[config.mk]
export PLATFORM = sky130hd
export DESIGN_NAME = ddr2_apb_cfg_slave_flat
export DESIGN_NICKNAME = d
export VERILOG_FILES = /design/src/rtl/ddr2_cfg_pkg.sv /design/src/rtl/ddr2_apb_cfg_slave_if.sv /design/src/rtl/ddr2_apb_slv_fsm.sv /design/src/rtl/ddr2_apb_cfg_slave.sv /design/src/flat_wrapper.sv
export SDC_FILE = /design/constraint.sdc
export NUM_CORES = 1
export LEC_CHECK = 0
export CAP_MARGIN = 0
export CORE_MARGIN = 2
export CORE_UTILIZATION = 30
export DETAILED_ROUTE_END_ITERATION = 8
export PLACE_DENSITY_LB_ADDON = 0.2
export SLEW_MARGIN = 20
export SYNTH_ARGS = -nofsm -noshare
export SYNTH_HDL_FRONTEND = slang
export SYNTH_SLANG_ARGS = --single-unit
export TNS_END_PERCENT = 5
[constraint.sdc]
create_clock -name clk -period 2.8 [get_ports clk]
set_input_delay 0.28 -clock clk [delete_from_list [all_inputs] [get_ports clk]]
set_output_delay 0.28 -clock clk [all_outputs]
set_load 0.1 [all_outputs]
[src/rtl/ddr2_cfg_pkg.sv]
// Shared definitions for the DDR2 APB config slave: register offsets, field
// layouts, reset values and the transfer state encoding.
package ddr2_cfg_pkg;

  localparam int unsigned DATA_W = 32;
  localparam int unsigned CNT_W  = 4;

  // Register byte offsets
  localparam logic [7:0] OFF_CTRL    = 8'h00;
  localparam logic [7:0] OFF_STATUS  = 8'h04;
  localparam logic [7:0] OFF_TIMING0 = 8'h08;
  localparam logic [7:0] OFF_TIMING1 = 8'h0C;
  localparam logic [7:0] OFF_SCRATCH = 8'h10;

  typedef enum logic [0:0] {
    ST_IDLE   = 1'b0,
    ST_ACCESS = 1'b1
  } apb_state_e;

  typedef struct packed {
    logic auto_ref_en;
    logic init_start;
  } ctrl_t;

  typedef struct packed {
    logic [4:0] t_ras;
    logic [3:0] t_rp;
    logic [3:0] t_rcd;
  } timing0_t;

  typedef struct packed {
    logic [15:0] t_refi;
    logic [7:0]  t_rfc;
  } timing1_t;

  localparam logic        AUTO_REF_RST = 1'b1;
  localparam timing0_t    TIMING0_RST  = '{t_ras: 5'd9, t_rp: 4'd3, t_rcd: 4'd3};
  localparam timing1_t    TIMING1_RST  = '{t_refi: 16'd1560, t_rfc: 8'd21};
  localparam logic [31:0] SCRATCH_RST  = 32'h0;

endpackage

[src/rtl/ddr2_apb_cfg_slave_if.sv]
// APB bus bundle between host (master) and the DDR2 config slave.
// Signals: psel/penable/paddr/pwrite/pwdata from master; pready/prdata/pslverr back.
interface ddr2_apb_cfg_slave_if #(
  parameter int unsigned ADDR_WIDTH = 32
);
  logic                  psel;
  logic                  penable;
  logic [ADDR_WIDTH-1:0] paddr;
  logic                  pwrite;
  logic [31:0]           pwdata;
  logic                  pready;
  logic [31:0]           prdata;
  logic                  pslverr;

  modport master (
    output psel, penable, paddr, pwrite, pwdata,
    input  pready, prdata, pslverr
  );

  modport slave (
    input  psel, penable, paddr, pwrite, pwdata,
    output pready, prdata, pslverr
  );
endinterface

[src/rtl/ddr2_apb_slv_fsm.sv]
// APB setup/access sequencer with programmable wait states and abort on psel drop.
// Inputs: clk, rst, psel, penable, paddr, pwrite, pwdata.
// Outputs: done_c/rd_en_c/wr_en_c (completion strobes, combinational),
//          addr/wdata/is_write (transfer latched at setup).
module ddr2_apb_slv_fsm
  import ddr2_cfg_pkg::*;
#(
  parameter int unsigned WAIT_CYCLES = 0,
  parameter int unsigned ADDR_WIDTH  = 32
) (
  input  logic                  clk,
  input  logic                  rst,
  input  logic                  psel,
  input  logic                  penable,
  input  logic [ADDR_WIDTH-1:0] paddr,
  input  logic                  pwrite,
  input  logic [31:0]           pwdata,
  output logic                  done_c,
  output logic                  rd_en_c,
  output logic                  wr_en_c,
  output logic [ADDR_WIDTH-1:0] addr,
  output logic [31:0]           wdata,
  output logic                  is_write
);

  localparam logic [0:0]       IDLE     = ST_IDLE;
  localparam logic [0:0]       ACCESS   = ST_ACCESS;
  localparam logic [CNT_W-1:0] WAIT_LIM = CNT_W'(WAIT_CYCLES);

  logic [0:0]       state, state_nxt;
  logic [CNT_W-1:0] cnt, cnt_nxt;
  logic             setup_c;

  assign setup_c = (state == IDLE) && psel && !penable;

  // State, counter and setup-phase latch
  always_ff @(posedge clk) begin
    if (rst) begin
      state    <= IDLE;
      cnt      <= '0;
      addr     <= '0;
      wdata    <= '0;
      is_write <= 1'b0;
    end else begin
      state <= state_nxt;
      cnt   <= cnt_nxt;
      if (setup_c) begin
        addr     <= paddr;
        wdata    <= pwdata;
        is_write <= pwrite;
      end
    end
  end

  // Next state; access without a preceding setup is ignored in IDLE
  always_comb begin
    state_nxt = state;
    cnt_nxt   = cnt;
    done_c    = 1'b0;
    case (state)
      IDLE: begin
        if (setup_c) begin
          state_nxt = ACCESS;
          cnt_nxt   = '0;
        end
      end
      ACCESS: begin
        if (!psel) begin
          state_nxt = IDLE;
          cnt_nxt   = '0;
        end else if (penable) begin
          if (cnt == WAIT_LIM) begin
            done_c    = 1'b1;
            state_nxt = IDLE;
            cnt_nxt   = '0;
          end else begin
            cnt_nxt = cnt + CNT_W'(1);
          end
        end
      end
      default: begin
        state_nxt = IDLE;
        cnt_nxt   = '0;
      end
    endcase
  end

  assign rd_en_c = done_c & ~is_write;
  assign wr_en_c = done_c & is_write;

endmodule

[src/rtl/ddr2_apb_cfg_slave.sv]
// DDR2 controller config/status register block behind an APB slave port.
// Ports: clk, rst (sync, active-high), apb (slave modport), init_done_i/busy_i
// status in; init_start_o pulse, auto_ref_en_o and timing fields out.
module ddr2_apb_cfg_slave
  import ddr2_cfg_pkg::*;
#(
  parameter int unsigned WAIT_CYCLES = 0,
  parameter int unsigned ADDR_WIDTH  = 32
) (
  input  logic                       clk,
  input  logic                       rst,
  ddr2_apb_cfg_slave_if.slave        apb,
  input  logic                       init_done_i,
  input  logic                       busy_i,
  output logic                       init_start_o,
  output logic                       auto_ref_en_o,
  output logic [3:0]                 t_rcd_o,
  output logic [3:0]                 t_rp_o,
  output logic [4:0]                 t_ras_o,
  output logic [7:0]                 t_rfc_o,
  output logic [15:0]                t_refi_o
);

  logic                  done_c, rd_en_c, wr_en_c, is_write;
  logic [ADDR_WIDTH-1:0] addr;
  logic [31:0]           wdata;

  ddr2_apb_slv_fsm #(
    .WAIT_CYCLES (WAIT_CYCLES),
    .ADDR_WIDTH  (ADDR_WIDTH)
  ) u_fsm (
    .clk      (clk),
    .rst      (rst),
    .psel     (apb.psel),
    .penable  (apb.penable),
    .paddr    (apb.paddr),
    .pwrite   (apb.pwrite),
    .pwdata   (apb.pwdata),
    .done_c   (done_c),
    .rd_en_c  (rd_en_c),
    .wr_en_c  (wr_en_c),
    .addr     (addr),
    .wdata    (wdata),
    .is_write (is_write)
  );

  logic        auto_ref_q;
  timing0_t    t0_q;
  timing1_t    t1_q;
  logic [31:0] scratch_q;
  logic        init_start_q;

  logic [7:0]  off_c;
  logic [31:0] rd_val_c;
  logic        mapped_c, err_c, commit_c;
  ctrl_t       wr_ctrl_c;

  assign off_c     = addr[7:0];
  assign wr_ctrl_c = ctrl_t'(wdata[1:0]);

  // Read mux and offset decode
  always_comb begin
    rd_val_c = '0;
    mapped_c = 1'b1;
    case (off_c)
      OFF_CTRL:    rd_val_c = 32'({auto_ref_q, 1'b0});
      OFF_STATUS:  rd_val_c = 32'({busy_i, init_done_i});
      OFF_TIMING0: rd_val_c = 32'(t0_q);
      OFF_TIMING1: rd_val_c = 32'(t1_q);
      OFF_SCRATCH: rd_val_c = scratch_q;
      default:     mapped_c = 1'b0;
    endcase
  end

  assign err_c = !mapped_c || (addr[1:0] != 2'b00) || (|addr[ADDR_WIDTH-1:8]) ||
                 (is_write && (off_c == OFF_STATUS));
  assign commit_c = wr_en_c && !err_c;

  assign apb.pready  = done_c;
  assign apb.pslverr = done_c && err_c;
  assign apb.prdata  = (rd_en_c && !err_c) ? rd_val_c : 32'h0;

  // Register file; init_start is a one-cycle pulse after a committed CTRL write
  always_ff @(posedge clk) begin
    if (rst) begin
      auto_ref_q   <= AUTO_REF_RST;
      t0_q         <= TIMING0_RST;
      t1_q         <= TIMING1_RST;
      scratch_q    <= SCRATCH_RST;
      init_start_q <= 1'b0;
    end else begin
      init_start_q <= 1'b0;
      if (commit_c) begin
        case (off_c)
          OFF_CTRL: begin
            auto_ref_q   <= wr_ctrl_c.auto_ref_en;
            init_start_q <= wr_ctrl_c.init_start;
          end
          OFF_TIMING0: t0_q      <= timing0_t'(wdata[12:0]);
          OFF_TIMING1: t1_q      <= timing1_t'(wdata[23:0]);
          OFF_SCRATCH: scratch_q <= wdata;
          default: ;
        endcase
      end
    end
  end

  assign init_start_o  = init_start_q;
  assign auto_ref_en_o = auto_ref_q;
  assign t_rcd_o       = t0_q.t_rcd;
  assign t_rp_o        = t0_q.t_rp;
  assign t_ras_o       = t0_q.t_ras;
  assign t_rfc_o       = t1_q.t_rfc;
  assign t_refi_o      = t1_q.t_refi;

endmodule

[src/flat_wrapper.sv]
// flat-port wrapper written by rule: the top's interface ports become plain ports
module ddr2_apb_cfg_slave_flat import ddr2_cfg_pkg::*;
#(
  parameter int unsigned WAIT_CYCLES = 0,
  parameter int unsigned ADDR_WIDTH  = 32
)
  (clk, rst, init_done_i, busy_i, init_start_o, auto_ref_en_o, t_rcd_o, t_rp_o, t_ras_o, t_rfc_o, t_refi_o, apb_psel, apb_penable, apb_paddr, apb_pwrite, apb_pwdata, apb_pready, apb_prdata, apb_pslverr);
  ddr2_apb_cfg_slave_if #(.ADDR_WIDTH(ADDR_WIDTH)) apb_i ();
  input  logic clk;
  input  logic rst;
  input  logic init_done_i;
  input  logic busy_i;
  output logic init_start_o;
  output logic auto_ref_en_o;
  output logic [3:0] t_rcd_o;
  output logic [3:0] t_rp_o;
  output logic [4:0] t_ras_o;
  output logic [7:0] t_rfc_o;
  output logic [15:0] t_refi_o;
  input wire logic [$bits(apb_i.psel)-1:0] apb_psel;
  input wire logic [$bits(apb_i.penable)-1:0] apb_penable;
  input wire logic [$bits(apb_i.paddr)-1:0] apb_paddr;
  input wire logic [$bits(apb_i.pwrite)-1:0] apb_pwrite;
  input wire logic [$bits(apb_i.pwdata)-1:0] apb_pwdata;
  output wire logic [$bits(apb_i.pready)-1:0] apb_pready;
  output wire logic [$bits(apb_i.prdata)-1:0] apb_prdata;
  output wire logic [$bits(apb_i.pslverr)-1:0] apb_pslverr;
  assign apb_i.psel = apb_psel;
  assign apb_i.penable = apb_penable;
  assign apb_i.paddr = apb_paddr;
  assign apb_i.pwrite = apb_pwrite;
  assign apb_i.pwdata = apb_pwdata;
  assign apb_pready = apb_i.pready;
  assign apb_prdata = apb_i.prdata;
  assign apb_pslverr = apb_i.pslverr;
  ddr2_apb_cfg_slave #(.WAIT_CYCLES(WAIT_CYCLES), .ADDR_WIDTH(ADDR_WIDTH)) u_core (.clk(clk), .rst(rst), .apb(apb_i), .init_done_i(init_done_i), .busy_i(busy_i), .init_start_o(init_start_o), .auto_ref_en_o(auto_ref_en_o), .t_rcd_o(t_rcd_o), .t_rp_o(t_rp_o), .t_ras_o(t_ras_o), .t_rfc_o(t_rfc_o), .t_refi_o(t_refi_o));
endmodule
==> results of run 1 <==
metal layers:
layer  vias to the layer above  track usage, %  share of wire [%]
li1                       2756               -                  -
met1                      2538            22.8                 47
met2                       126            26.7                 47
met3                        10            4.01                5.4
met4                         0            5.19               0.88
met5                         -               0                  0
cell usage in the layout, fill, tap and decap left out, drive strengths merged, types with 10 or more instances in the layout:
cell type	synthesis	final
nand2	144	144
clkbuf	38	21
buf	23	99
nor3	37	37
mux2i	72	72
clkdlybuf4s50	0	69
dfxtp	141	141
a22oi	23	23
nand2b	92	92
inv	5	10
nor2	33	33
nor4	10	10
a21oi	69	69
mux2	12	12
state kept, by name, summed over array words and instances (netlist names):
signal / flops
u_core.t_rp_o: 4
u_core.auto_ref_en_o: 1
u_core.t_rcd_o: 4
u_core.u_fsm.addr: 32
u_core.u_fsm.state: 1
u_core.u_fsm.wdata: 32
u_core.init_start_o: 1
u_core.u_fsm.is_write: 1
u_core.t_refi_o: 16
u_core.t_rfc_o: 8
u_core.scratch_q: 32
u_core.u_fsm.cnt: 4
u_core.t_ras_o: 5
cell type report:
type | count | share of cell area, %
flip-flops and latches | 141 | 30.2
multi-input cells | 531 | 38.5
repair buffers | 169 | 20.9
clock inverters | 12 | 1.34
well taps | 275 | 3.68
inverters | 5 | 0.201
clock buffers | 20 | 5.11
cell usage after synthesis, drive strengths merged, types with 2 or more instances:
master and count:
dfxtp 141, o22a 2, nand3 4, inv 5, a21oi 69, buf 23
mux2i 72, clkbuf 38, nand2b 92, nor4 10, o21ai 2, nor3 37
ha 2, and3 2, nor3b 2, a22oi 23, nor2 33, mux2 12
nand3b 2, and4 3, nand2 144, nand4 6
per-stage QoR:
step / total power, mW / cells / hold slack, ps
2_1_floorplan: 2.34 / 738 / 368
3_3_place_gp: 2.53 / 1115 / 442
3_5_place_dp: 2.53 / 1115 / 448
4_1_cts: 4.84 / 1147 / 280
5_1_grt: 4.97 / 1153 / 314
6_report: 4.79 / 1153 / 300
power by group:
part	total (mW)	switching, mW	internal, mW
clock network	2.30	0.953	1.35
registers	2.09	0.0372	2.05
logic	0.407	0.210	0.197
logic make-up after synthesis:
| logic type | count (synthesis) | synth area share (%) |
|---|---|---|
| buffers and inverters | 66 | 4.65 |
| xor gates and xnor gates | 1 | 0.139 |
| DFF | 141 | 44.8 |
| muxes | 84 | 13.6 |
| and+or+nand+nor | 342 | 27.0 |
| AOI/OAI and AO/OA | 102 | 9.41 |
| adders and majority gates | 2 | 0.397 |
worst register-to-register path, delay by kind of cell, from the launching register on:
kind                       cells  cell delay, ps
adders and majority gates      1             150
buffers and inverters          1              80
DFF                            1             340
muxes                          1             210
and+or+nand+nor                3            1200
worst min path at each step:
stage / end / from / slack (ps)
after global routing: u_core.u_fsm.wdata[12] / rst / 310
after CTS: u_core.u_fsm.wdata[13] / rst / 280
after floorplan: u_core.u_fsm.state / apb_penable / 370
after global placement: u_core.u_fsm.addr[13] / u_core.u_fsm.addr[13] / 440
final: u_core.u_fsm.wdata[13] / rst / 300
after detailed placement: u_core.u_fsm.wdata[29] / u_core.u_fsm.wdata[29] / 450
repair_timing:
item	in CTS	in global routing
pin swaps	21	14
buffers inserted	0	4
cloned	0	2
endpoints found under the setup margin	32	32
resized for setup	3	11
==> impl_metrics.py, run 1 <==
metrics = {
    "status": {
        "status": "finished clean",
    },
    "routing": {
        "routed_wl_um": 19000,
        "wire_per_inst_um": 16.5,
        "firstDrtPassIters": 5,
        "drc": 0,
        "via_per_inst": 4.71,
        "vias": 5430,
        "drtAntennaViolNets": 0,
        "drt-initial-drc-count": 283,
    },
    "synthesis": {
        "synth_nets": 811,
        "ys_seq_area_share_pct": 44.8,
        "synth_seq_cells": 141,
        "async_flop_share_pct": 0,
        "synth_cell_type_count": 42,
        "synth_ff_type": "dfxtp_1",
        "synth_cells": 738,
        "synth_edf_count": 0,
        "synth_area_leader_cell": "dfxtp_1",
        "synth_warnings": 0,
        "syn_area_per_cell_um2": 8.54,
        "yosys-top-cells-area": "dfxtp_1 (45%), mux2i_1 (11%), nand2b_1 (9.1%)",
        "yosys.area.top_type_share_pct": 44.8,
        "syn_area_mm2": 0.00630,
    },
    "sta": {
        "slew-limit-headroom_pct": 56.6,
        "hold_violations": 0,
        "skew_ps": 12.1,
        "tns_ps": 0,
        "fin_crit_ps": 2680,
        "finalWorstSetupSlack_ps": 117,
        "rsz0062_at_grt": "no",
        "fmax_mhz": 373,
        "drv_slew": 0,
        "worst_pin_slew_ps": 651,
        "setup_viol": 0,
        "finalCritPeriodShare_pct": 95.8,
    },
    "global_routing": {
        "grt_max_degree": 84,
        "grt_use_total_pct": 16.9,
        "grt_pass1_vias": 5208,
        "antenna_found_initial": 0,
        "grt.overflow.total": 0,
        "grt_pass1_wl_um": 28900,
    },
    "floorplan": {
        "start_util_pct": 30.3,
        "dieArea_mm2": 0.0222,
        "die_height_um": 149,
        "die_w_um": 149,
        "rows": 53,
        "io_pins": 144,
        "core_area_mm2": 0.0208,
    },
    "setup_path": {
        "cp_slowest_stage_delay_ps": 430,
        "cp.depth": 9,
        "rr_worst_depth": 6,
        "crit_path_cell_trace": "inv_1 > ha_1 > or3b_4 > nor2_4 > nand4_1 > buf_6 > buf_8 > nor3_4 > buf_12",
        "worst_setup_path_end_kind": "output pin",
        "cpLargestDelayFamily": "simple AND/OR/NAND/NOR gates",
        "crit_path_start": "u_core.u_fsm.cnt[0]",
        "reg2reg_setup_slack_ps": 740,
        "startpoint_type": "flip-flop",
        "crit_buf_inv": 4,
        "crit_fanout": 8,
        "r2r_start": "u_core.u_fsm.cnt[0]",
        "critPathSlowestCell": "or3b_4",
        "critPathArrivalTime_ps": 2400,
        "crit_path_end": "apb_prdata[22]",
        "path_class": "reg2out",
        "r2r_end": "u_core.t_rcd_o[1]",
        "worstPathRequired_ps": 2520,
    },
    "min_path": {
        "hp-class": "in2reg",
        "whs_path_depth": 2,
    },
    "cts": {
        "cts-root-buf": "clkbuf_16",
        "cts.sinks": 141,
        "cts_tree": "done",
        "cts.clk_slew.worst_paths_ps": 70,
        "postCtsHoldBufs": 0,
        "cts_buffer_depth": 2,
        "h-tree-depth": 4,
        "clk-insertion-delay-late_ps": 430,
        "cts_buffers": 17,
    },
    "place": {
        "place_ws_ps": 344,
        "gp_congestion": 0.780,
        "dp_hpwl_um": 12500,
        "postPlaceCellArea_mm2": 0.00865,
        "port_buffers": 143,
    },
    "cells_and_area": {
        "fillers": 2042,
        "nets": 938,
        "regArea_mm2": 0.00283,
        "layout-drive-gt1-share_pct": 22.2,
        "multiInputGateArea_mm2": 0.00360,
        "diodes": 0,
        "areaGrowthSynthToFinish_pct": 48.4,
        "postLayoutCoreUtil_pct": 44.9,
        "finalInstanceArea_mm2": 0.00936,
    },
    "pwr": {
        "p_leak_nw": 3.32,
        "peakVddDrop_uv": 392,
        "power_density_mw_per_mm2": 512,
    },
    "run": {
        "max_cap_viol_count": 0,
    },
}
Note: power is estimated with default switching activity, not from simulation.
==> run 2, diff against run 1 <==
DONT_BUFFER_PORTS = 1   (was not set)
==> impl_metrics.py, run 2 (synthesized netlist as in run 1, its figures left out) <==
metrics = {
    "cells_and_area": {
        "fillers": 2022,
        "finalInstanceArea_mm2": 0.00907,
        "regArea_mm2": 0.00283,
        "layout-drive-gt1-share_pct": 22.1,
        "areaGrowthSynthToFinish_pct": 43.9,
        "nets": 911,
        "top_regs": "u_core.scratch_q x32, u_core.u_fsm.addr x32, u_core.u_fsm.wdata x32",
        "postLayoutCoreUtil_pct": 43.5,
        "final_cell_mix": "nand2_1 (144), dfxtp_1 (136), nand2b_1 (92)",
        "multiInputGateArea_mm2": 0.00361,
        "layout_commonest_cell": "nand2_1",
    },
    "global_routing": {
        "antenna_found_initial": 1,
        "met3_usage_pct": 4.86,
        "grt_pass1_vias": 5584,
        "use_met1_pct": 21.4,
        "use_met2_pct": 30.8,
        "grt_use_total_pct": 17.8,
        "grt_max_degree": 115,
        "top_usage_layer": "met2",
        "grt.overflow.total": 0,
        "grt_pass1_wl_um": 30300,
    },
    "pwr": {
        "pwr-share-comb_pct": 7.3,
        "power_density_mw_per_mm2": 514,
        "p_leak_nw": 3.21,
        "peakVddDrop_uv": 341,
        "seq_power_share_pct": 44.8,
        "p_sw_share_pct": 24.0,
        "switching_power_mw": 1.12,
        "clockPowerShare_pct": 47.9,
        "p_int_mw": 3.54,
    },
    "floorplan": {
        "dieArea_mm2": 0.0222,
        "die_w_um": 149,
        "start_util_pct": 30.3,
        "io_pins": 144,
        "die_height_um": 149,
        "core_area_mm2": 0.0208,
        "rows": 53,
    },
    "cts": {
        "h-tree-depth": 4,
        "cts.sinks": 141,
        "cts.clk_slew.worst_paths_ps": 60,
        "cts_buffers": 17,
        "clk-insertion-delay-late_ps": 420,
        "cts-root-buf": "clkbuf_16",
        "cts_buffer_depth": 2,
        "cts_tree": "done",
    },
    "sta": {
        "fin_crit_ps": 2680,
        "worst_pin_slew_ps": 958,
        "hold_violations": 0,
        "fmax_mhz": 373,
        "tns_ps": 0,
        "finalWorstSetupSlack_ps": 119,
        "finalCritPeriodShare_pct": 95.8,
        "slew-limit-headroom_pct": 36.0,
        "skew_ps": 18.4,
        "drv_slew": 0,
        "setup_viol": 0,
        "rsz0062_at_grt": "no",
    },
    "setup_path": {
        "path_class": "reg2out",
        "worst_setup_path_end_kind": "output pin",
        "worstPathRequired_ps": 2520,
        "critPathArrivalTime_ps": 2400,
        "r2r_start": "u_core.u_fsm.cnt[0]",
        "crit_fanout": 16,
        "crit_path_start": "u_core.u_fsm.cnt[0]",
        "startpoint_type": "flip-flop",
    },
    "routing": {
        "vias": 5486,
        "wire_per_inst_um": 17.3,
        "drc": 0,
        "drt-initial-drc-count": 242,
        "firstDrtPassIters": 4,
        "routed_wl_um": 19500,
        "via_per_inst": 4.87,
        "drtAntennaViolNets": 0,
    },
    "min_path": {
        "holdCritStartpoint": "apb_pwdata[10]",
        "hp-class": "in2reg",
    },
    "place": {
        "port_buffers": 0,
        "place_ws_ps": 334,
        "postPlaceCellArea_mm2": 0.00788,
        "dp_hpwl_um": 12800,
        "gp_congestion": 0.734,
    },
    "run": {
        "max_cap_viol_count": 0,
    },
    "status": {
        "status": "finished clean",
    },
}
## run 2: cell count changes in the layout (fill, tap and decap cells not counted), moves of 3 or more
cell and change:
buf_4 -3, buf_12 -3, clkdlybuf4s50_1 -69, dlygate4sd3_1 +49
## run 2: repair_timing
action / CTS / global route
endpoints found under the setup margin: 32 / 32
setup buffers: 3 / 1
gates cloned: 1 / 0
hold buffers: 50 / 0
resized for setup: 4 / 6
hold endpoints to repair: 70 / 0
pin swaps: 23 / 11
## run 2: layer usage
layer / vias to the layer above / wire [um] / share of wire (%)
met1: 2633 / 8320 / 43
met5: - / 0 / 0
li1: 2709 / - / -
met3: 16 / 1080 / 5.5
met2: 128 / 9880 / 51
met4: 0 / 240 / 1.2
## run 2: layout make-up
class	count	area share, %
multi-input cells	531	39.8
flip-flops and latches	141	31.2
repair buffers	142	18.5
clock buffers	19	4.88
well taps	275	3.79
clock inverters	12	1.50
inverters	5	0.207
diodes	1	0.0276
## run 2: worst max-delay path: stages (launching register included)
cell and delay, ps:
dfxtp_2 340, inv_1 80, ha_1 150, or3b_4 410
nor2_4 130, nand4_1 130, buf_4 190, buf_16 190
nor3_4 170, buf_12 200
## run 2: worst paths after layout
kind,to,slack (ps),cells past startpoint
min,u_core.u_fsm.wdata[10],10,2
min reg2reg,u_core.u_fsm.wdata[21],450,2
max,apb_prdata[5],120,9
max reg2reg,u_core.t_rcd_o[1],600,7
## run 2: through the flow
step | power (mW) | hold WS [ps] | instances
after floorplan | 2.34 | 368 | 738
after global placement | 2.38 | 369 | 1039
after detailed placement | 2.39 | 372 | 1039
after CTS | 4.71 | 1.82 | 1124
after global routing | 4.83 | 2.26 | 1126
final | 4.66 | 13.9 | 1126
## run 2: power groups by stage
stage / Sequential (mW) / Combinational, mW / Clock (mW)
2_1_floorplan: 2.11 / 0.233 / 0
3_3_place_gp: 2.13 / 0.253 / 0
3_5_place_dp: 2.13 / 0.259 / 0
4_1_cts: 2.09 / 0.342 / 2.28
5_1_grt: 2.09 / 0.373 / 2.37
6_report: 2.09 / 0.338 / 2.23
==> run 3, diff against run 2 <==
SLEW_MARGIN = not set   (was 20)
==> results of run 3 <==
Final layout, timing and power as in run 2 (identical DEF).
